## config.mk

```make
export PLATFORM = sky130hd
export DESIGN_NAME = book_side_levels
export DESIGN_NICKNAME = d
export VERILOG_FILES = /design/src/rtl/book_side_levels_pkg.sv /design/src/rtl/book_side_levels_cmp.sv /design/src/rtl/book_side_levels.sv
export SDC_FILE = /design/constraint.sdc
export NUM_CORES = 2
export LEC_CHECK = 0
export CAP_MARGIN = 30
export CELL_PAD_IN_SITES_DETAIL_PLACEMENT = 1
export CELL_PAD_IN_SITES_GLOBAL_PLACEMENT = 1
export CORE_MARGIN = 2
export CORE_UTILIZATION = 40
export DETAILED_ROUTE_END_ITERATION = 8
export PLACE_DENSITY = 0.71
export SYNTH_ARGS = -nofsm -noshare
export SYNTH_HDL_FRONTEND = slang
export SYNTH_SLANG_ARGS = --single-unit
```

## constraint.sdc

```tcl
create_clock -name clkIn -period 13.1 [get_ports clkIn]
set_clock_uncertainty 0.1 [all_clocks]
set_input_delay 2.62 -clock clkIn [delete_from_list [all_inputs] [get_ports clkIn]]
set_output_delay 2.62 -clock clkIn [all_outputs]
set_load 0.02 [all_outputs]
```

## src/rtl/book_side_levels_pkg.sv

```systemverilog
// Shared book types: one aggregated price level, update opcode, side constants
// and the update-sequencer state encoding.
package book_side_levels_pkg;

  localparam int BOOK_PRICE_W  = 32;
  localparam int BOOK_SHARES_W = 32;

  localparam bit SIDE_BUY  = 1'b0;
  localparam bit SIDE_SELL = 1'b1;

  typedef enum logic {
    BOOK_ADD    = 1'b0,
    BOOK_REDUCE = 1'b1
  } bookOpType;

  typedef struct packed {
    logic [BOOK_PRICE_W-1:0]  price;
    logic [BOOK_SHARES_W-1:0] shares;
  } bookLevelType;

  typedef enum logic {
    ST_IDLE  = 1'b0,
    ST_APPLY = 1'b1
  } bookStateType;

endpackage

```

## src/rtl/book_side_levels_cmp.sv

```systemverilog
// Per-level comparator: does the request hit this level exactly, and would a
// new level at the request price sort ahead of it. Empty levels lose to any price.
module book_level_cmp
  import book_side_levels_pkg::*;
#(
  parameter bit SIDE    = SIDE_BUY,
  parameter int PRICE_W = BOOK_PRICE_W
) (
  input  logic               levValid,
  input  logic [PRICE_W-1:0] levPrice,
  input  logic [PRICE_W-1:0] reqPrice,
  output logic               match,
  output logic               better,
  output logic               valid
);

  // Exact-match and ordering decision for one level
  always_comb begin
    valid = levValid;
    match = levValid && (reqPrice == levPrice);
    if (!levValid) begin
      better = 1'b1;
    end else if (SIDE == SIDE_BUY) begin
      better = (reqPrice > levPrice);
    end else begin
      better = (reqPrice < levPrice);
    end
  end

endmodule

```

## src/rtl/book_side_levels.sv

```systemverilog
// Sorted, aggregated price-level book for one side of one instrument.
// An accepted update is registered, applied in a single APPLY cycle against
// all levels in parallel, and the top-of-book outputs follow one cycle later.
module book_side_levels
  import book_side_levels_pkg::*;
#(
  parameter int DEPTH    = 5,
  parameter bit SIDE     = SIDE_BUY,
  parameter int PRICE_W  = BOOK_PRICE_W,
  parameter int SHARES_W = BOOK_SHARES_W,
  localparam int CNT_W   = $clog2(DEPTH + 1)
) (
  input  logic                clkIn,
  input  logic                rstIn,
  input  logic                updValidIn,
  output logic                updReadyOut,
  input  bookOpType           updOpIn,
  input  logic [PRICE_W-1:0]  updPriceIn,
  input  logic [SHARES_W-1:0] updSharesIn,
  output bookLevelType        topLevelOut,
  output logic                topValidOut,
  output logic [CNT_W-1:0]    levelCntOut,
  output logic                topChgOut,
  output logic                offBookOut,
  output logic                missOut
);

  localparam int IDX_W = $clog2(DEPTH);

  // Share aggregation clamps at all-ones instead of wrapping
  function automatic logic [SHARES_W-1:0] satAdd(input logic [SHARES_W-1:0] a,
                                                 input logic [SHARES_W-1:0] b);
    logic [SHARES_W:0] sum;
    sum = {1'b0, a} + {1'b0, b};
    if (sum[SHARES_W]) begin
      return {SHARES_W{1'b1}};
    end else begin
      return sum[SHARES_W-1:0];
    end
  endfunction

  bookStateType        state, stateNext;
  logic                accept;
  bookOpType           reqOp;
  logic [PRICE_W-1:0]  reqPrice;
  logic [SHARES_W-1:0] reqShares;

  logic [DEPTH-1:0]    levValid, levValidNext;
  logic [PRICE_W-1:0]  levPrice      [DEPTH];
  logic [PRICE_W-1:0]  levPriceNext  [DEPTH];
  logic [SHARES_W-1:0] levShares     [DEPTH];
  logic [SHARES_W-1:0] levSharesNext [DEPTH];
  logic                offPend, offNext, missPend, missNext;

  logic [DEPTH-1:0]    cmpMatch, cmpBetter, cmpValid;
  logic [IDX_W-1:0]    matchIdx, insIdx;
  logic                anyMatch, anyIns;
  logic [CNT_W-1:0]    validCount;

  assign accept = updValidIn && updReadyOut;

  for (genvar g = 0; g < DEPTH; g++) begin : gCmp
    book_level_cmp #(.SIDE(SIDE), .PRICE_W(PRICE_W)) uCmp (
      .levValid (levValid[g]),
      .levPrice (levPrice[g]),
      .reqPrice (reqPrice),
      .match    (cmpMatch[g]),
      .better   (cmpBetter[g]),
      .valid    (cmpValid[g])
    );
  end

  // Sequencer state register
  always_ff @(posedge clkIn) begin
    if (rstIn) begin
      state <= ST_IDLE;
    end else begin
      state <= stateNext;
    end
  end

  // Next state: one APPLY cycle per accepted update
  always_comb begin
    stateNext = state;
    case (state)
      ST_IDLE: begin
        if (accept) begin
          stateNext = ST_APPLY;
        end else begin
          stateNext = ST_IDLE;
        end
      end
      ST_APPLY: stateNext = ST_IDLE;
      default:  stateNext = ST_IDLE;
    endcase
  end

  // Ready flag and request capture; ready drops only for the APPLY cycle
  always_ff @(posedge clkIn) begin
    if (rstIn) begin
      updReadyOut <= 1'b0;
      reqOp       <= BOOK_ADD;
      reqPrice    <= {PRICE_W{1'b0}};
      reqShares   <= {SHARES_W{1'b0}};
    end else begin
      updReadyOut <= (stateNext == ST_IDLE);
      if (accept) begin
        reqOp     <= updOpIn;
        reqPrice  <= updPriceIn;
        reqShares <= updSharesIn;
      end else begin
        reqOp     <= reqOp;
        reqPrice  <= reqPrice;
        reqShares <= reqShares;
      end
    end
  end

  // Priority encode lowest matching level, lowest insert slot, and occupancy
  always_comb begin
    matchIdx   = {IDX_W{1'b0}};
    insIdx     = {IDX_W{1'b0}};
    anyMatch   = 1'b0;
    anyIns     = 1'b0;
    validCount = {CNT_W{1'b0}};
    for (int i = DEPTH - 1; i >= 0; i--) begin
      matchIdx = cmpMatch[i]  ? IDX_W'(i) : matchIdx;
      insIdx   = cmpBetter[i] ? IDX_W'(i) : insIdx;
      anyMatch = anyMatch | cmpMatch[i];
      anyIns   = anyIns | cmpBetter[i];
    end
    for (int i = 0; i < DEPTH; i++) begin
      validCount = validCount + CNT_W'(cmpValid[i]);
    end
  end

  // Compute the post-update level array and the off-book / miss events
  always_comb begin
    levValidNext  = levValid;
    levPriceNext  = levPrice;
    levSharesNext = levShares;
    offNext       = 1'b0;
    missNext      = 1'b0;
    if ((state == ST_APPLY) && (reqShares != {SHARES_W{1'b0}})) begin
      if (reqOp == BOOK_ADD) begin
        if (anyMatch) begin
          levSharesNext[matchIdx] = satAdd(levShares[matchIdx], reqShares);
        end else if (anyIns) begin
          // open a slot at insIdx; whatever sat in the last slot falls off
          for (int i = 1; i < DEPTH; i++) begin
            if (IDX_W'(i) > insIdx) begin
              levValidNext[i]  = levValid[i-1];
              levPriceNext[i]  = levPrice[i-1];
              levSharesNext[i] = levShares[i-1];
            end else begin
              levValidNext[i]  = levValid[i];
              levPriceNext[i]  = levPrice[i];
              levSharesNext[i] = levShares[i];
            end
          end
          levValidNext[insIdx]  = 1'b1;
          levPriceNext[insIdx]  = reqPrice;
          levSharesNext[insIdx] = reqShares;
          offNext               = levValid[DEPTH-1];
        end else begin
          offNext = 1'b1;
        end
      end else begin
        if (anyMatch) begin
          if (reqShares >= levShares[matchIdx]) begin
            // level emptied: close the gap so valid levels stay contiguous
            for (int i = 0; i < DEPTH - 1; i++) begin
              if (IDX_W'(i) >= matchIdx) begin
                levValidNext[i]  = levValid[i+1];
                levPriceNext[i]  = levPrice[i+1];
                levSharesNext[i] = levShares[i+1];
              end else begin
                levValidNext[i]  = levValid[i];
                levPriceNext[i]  = levPrice[i];
                levSharesNext[i] = levShares[i];
              end
            end
            levValidNext[DEPTH-1]  = 1'b0;
            levPriceNext[DEPTH-1]  = {PRICE_W{1'b0}};
            levSharesNext[DEPTH-1] = {SHARES_W{1'b0}};
          end else begin
            levSharesNext[matchIdx] = levShares[matchIdx] - reqShares;
          end
        end else begin
          missNext = 1'b1;
        end
      end
    end else begin
      offNext  = 1'b0;
      missNext = 1'b0;
    end
  end

  // Level array and pending event flags, written at the end of APPLY
  always_ff @(posedge clkIn) begin
    if (rstIn) begin
      levValid <= {DEPTH{1'b0}};
      for (int i = 0; i < DEPTH; i++) begin
        levPrice[i]  <= {PRICE_W{1'b0}};
        levShares[i] <= {SHARES_W{1'b0}};
      end
      offPend  <= 1'b0;
      missPend <= 1'b0;
    end else begin
      levValid  <= levValidNext;
      levPrice  <= levPriceNext;
      levShares <= levSharesNext;
      offPend   <= offNext;
      missPend  <= missNext;
    end
  end

  // Registered top-of-book view, occupancy and one-cycle event pulses
  always_ff @(posedge clkIn) begin
    if (rstIn) begin
      topLevelOut <= {$bits(bookLevelType){1'b0}};
      topValidOut <= 1'b0;
      levelCntOut <= {CNT_W{1'b0}};
      topChgOut   <= 1'b0;
      offBookOut  <= 1'b0;
      missOut     <= 1'b0;
    end else begin
      topLevelOut.price  <= BOOK_PRICE_W'(levPrice[0]);
      topLevelOut.shares <= BOOK_SHARES_W'(levShares[0]);
      topValidOut        <= levValid[0];
      levelCntOut        <= validCount;
      topChgOut          <= (levValid[0] != topValidOut) ||
                            (BOOK_PRICE_W'(levPrice[0]) != topLevelOut.price) ||
                            (BOOK_SHARES_W'(levShares[0]) != topLevelOut.shares);
      offBookOut         <= offPend;
      missOut            <= missPend;
    end
  end

endmodule

```

==> run_results.csv <==
group,metric,value,unit
worst_setup_path,rrSetupSlack,4.56,ns
placed_design,io_buffers,139,
synth,synth.most_common_cell,"dfxtp_1",
die,num_io_pins,140,
worst_setup_path,path_cells,"ha_1, nand4_1, nor4_2, nand4_1, nand3_1, o21a_1, buf_4, nor2_1, nor3_1, ha_1, and4_1, nand2_1, a2bb2oi_1, nand2_1, o31ai_4, buf_4, nand2_1, and2_1, buf_4, nor3_4, buf_4, mux2_1",
timing,max_freq,0.117,GHz
worst_setup_path,worst-path-buf-inv,4,
timing,fin_ws,4.56,ns
worst_setup_path,cp_slowest_cell,"nor4_2",
min_path,hp-class,"reg -> reg",
die,core,77300,um^2
clocking,cts_max_level,2,
timing,post-route-min-period,8.54,ns
timing,setup_viol,0,
synth,synth.distinct_cells,100,
die,die_w,283,um
pwr,p_leak,0.0127,uW
cells_and_area,fin_nets,4164,
worst_setup_path,cp_num_cells,22,
worst_setup_path,cp-end-kind,"register",
cells_and_area,stdcell_count,4954,
clocking,clkSinkCount,465,
run,max-cap-violations,0,
synth,synth_top_area_cell,"dfxtp_1",
worst_setup_path,crit_type,"reg -> reg",
placed_design,place_area,33300,um^2
global_route,grt_usage,33.8,%
pwr,comb_power_share,20.3,%
pwr,power.switching,1330,uW
pwr,internal-power,2750,uW
synth,ys_seq_area_share,29.9,%
die,rows,102,
detailed_routing,dr.pass1.iters,7,
synth,synth-edff-count,0,
timing,finalSetupTns,0,ns
die,start_util,40.3,%
synth,synth_top_area_share,29.9,%
worst_setup_path,r2r_cells,22,
clocking,cts_tree,"built",
detailed_routing,wl_per_cell,28.3,um
detailed_routing,drtIter0Drc,3216,
synth,yosys-top-cells-area,"dfxtp_1 30%, ha_1 9.0%, a21oi_1 6.0%, a221oi_1 3.9%, nor2_1 3.9%",
global_route,overflow,0,
timing,slew_violations,0,
worst_setup_path,required,13.54,ns
placed_design,hpwl,91600,um
clocking,clk_pin_slew,0.06,ns
synth,synthCells,3918,
placed_design,preCtsSetupSlack,4.89,ns
min_path,hp-start,"levPrice[2]$_SDFFE_PP0P_",
pwr,switching_share,32.6,%
synth,synth_fp_nets,4215,
cells_and_area,final_core_util,45.7,%
global_route,grt_max_degree,127,
detailed_routing,ant_nets,0,
global_route,grt_pass1_vias,32700,
timing,min_period_over_period,65.2,%
timing,hold_violations,0,
synth,yosysWarnings,0,
clocking,clk_latency,0.67,ns
cells_and_area,drive_gt1_share,7.41,%
pwr,ir_drop,0.110,mV
worst_setup_path,r2r_start,"reqPrice[31]$_SDFFE_PP0P_",
synth,ys_ff_latch,465,
worst_setup_path,worstSetupStartpointType,"register",
clocking,ctsHoldBuffers,0,
synth,avgSynthCellArea,7.96,um^2
global_route,antenna_found_initial,0,
worst_setup_path,cp.arrival,8.98,ns
detailed_routing,vias,32800,
status,status,"complete, no violations",
worst_setup_path,cp_top_family,"simple AND/OR/NAND/NOR gates",
cells_and_area,postLayoutCellArea,35300,um^2
cells_and_area,fillers,9340,
cells_and_area,syn_to_final_growth,13.2,%
timing,tightestPinTransition,1.08,ns
detailed_routing,vias_per_cell,6.61,
synth,ys_top_cells_by_count,"465 x dfxtp_1, 376 x a21oi_1, 324 x nor2_1, 309 x nand2_1, 244 x inv_1",
clocking,clock_path_buffers,3,
pwr,pwr-share-clk,41.8,%
clocking,cts_setup_buffers,0,
clocking,cts-resized-gates,0,
die,dieArea,80200,um^2
timing,slew_headroom,27.5,%
pwr,seqPwrFrac,37.8,%
pwr,power.density,116,nW/um^2
global_route,grt_pass1_wl,212000,um
placed_design,gp_congestion,0.945,
worst_setup_path,crit_path_max_fanout,61,
synth,synth_async_sr_flop_share,0,%
worst_setup_path,crit_top_cell,"buf_4",
placed_design,placed_cells_incl_taps,4848,
clocking,numCtsBuffers,57,
worst_setup_path,reg2reg_to,"levPrice[140]$_SDFFE_PP0P_",
clocking,cts_root_buf,"clkbuf_16",
worst_setup_path,crit_path_start,"reqPrice[31]$_SDFFE_PP0P_",
timing,rsz0062_at_grt,"false",
worst_setup_path,slowest_delay,0.65,ns
worst_setup_path,critPathCapture,"levPrice[140]$_SDFFE_PP0P_",
die,die_h,283,um
synth,ys.flop_type,"dfxtp_1",
synth,netlist_area,31200,um^2
detailed_routing,remaining_drc_errors,0,
detailed_routing,wl,140000,um
## power groups by stage
| stage | clock network [uW] | logic [uW] | registers, uW |
|---|---|---|---|
| floorplan | 0 | 541 | 1540 |
| global placement | 0 | 794 | 1570 |
| detailed placement | 0 | 806 | 1570 |
| CTS | 1730 | 812 | 1540 |
| global route | 1790 | 890 | 1550 |
| finish | 1710 | 829 | 1540 |
## worst min-delay path by stage
stage	end	cells after the start
2_1_floorplan	missOut$_SDFF_PP0_	1
3_3_place_gp	offBookOut$_SDFF_PP0_	1
3_5_place_dp	levPrice[27]$_SDFFE_PP0P_	1
4_1_cts	offBookOut$_SDFF_PP0_	1
5_1_grt	offBookOut$_SDFF_PP0_	1
6_report	levPrice[2]$_SDFFE_PP0P_	1
## cell usage in the layout, fill, tap and decap left out, types with 32 or more instances in the layout
cell	Yosys	final
clkbuf_16	0	57
a311oi_1	44	44
xnor2_1	39	39
nand2_1	309	306
a32o_1	53	53
nor2_1	324	317
nand3_1	66	66
a31oi_1	40	40
a22oi_1	51	51
a221o_1	37	37
o21ai_0	222	221
mux2_2	32	32
o22a_1	32	32
clkdlybuf4s50_1	0	138
a211oi_1	81	81
ha_1	225	225
nand4_1	82	82
xor2_1	37	37
a22o_1	41	41
dfxtp_1	465	464
o31ai_1	39	39
nor2b_1	59	58
buf_4	8	65
nor3_1	87	84
inv_1	244	242
o2bb2ai_1	67	67
a221oi_1	140	140
a21oi_1	376	374
## layout make-up
type	count	area (um^2)	share of cell area, %
well taps	1040	1300	3.69
diodes	1	2.50	0.00709
inverters	245	920	2.60
multi-input cells	2888	19800	56.0
repair buffers	210	2000	5.65
flip-flops and latches	465	9310	26.4
clock inverters	19	283	0.801
clock buffers	86	1720	4.86
## registers in the layout, summed over array words and instances (netlist names)
name,flops
topValidOut,1
offPend,1
levPrice,160
reqPrice,32
levShares,160
updReadyOut,1
state,1
topChgOut,1
reqOp,1
topLevelOut,64
missOut,1
offBookOut,1
levValid,5
reqShares,32
levelCntOut,3
missPend,1
## per-layer routing
layer  share of wire [%]  GRT usage (%)
met1                  41           43.3
met2                  46           54.9
met3                 7.7           5.43
met4                 5.4           17.3
met5                   0              0
## logic make-up after synthesis
| logic type | Yosys count | synth area share (%) |
|---|---|---|
| XOR/XNOR | 76 | 2.13 |
| flip-flops | 465 | 29.9 |
| AND/OR/NAND/NOR | 1066 | 16.0 |
| adder cells (fa/ha/maj) | 229 | 9.29 |
| multiplexers | 78 | 2.75 |
| AO/OA/AOI/OAI | 1439 | 32.7 |
| buffers and inverters | 565 | 7.20 |
## metrics by stage
step / hold slack, ns / power [uW]
after global placement: 0.331 / 2360
after global routing: 0.372 / 4230
after floorplan: 0.314 / 2080
final: 0.364 / 4080
after detailed placement: 0.347 / 2380
after CTS: 0.360 / 4080
Power figures use the tool's default switching activity.
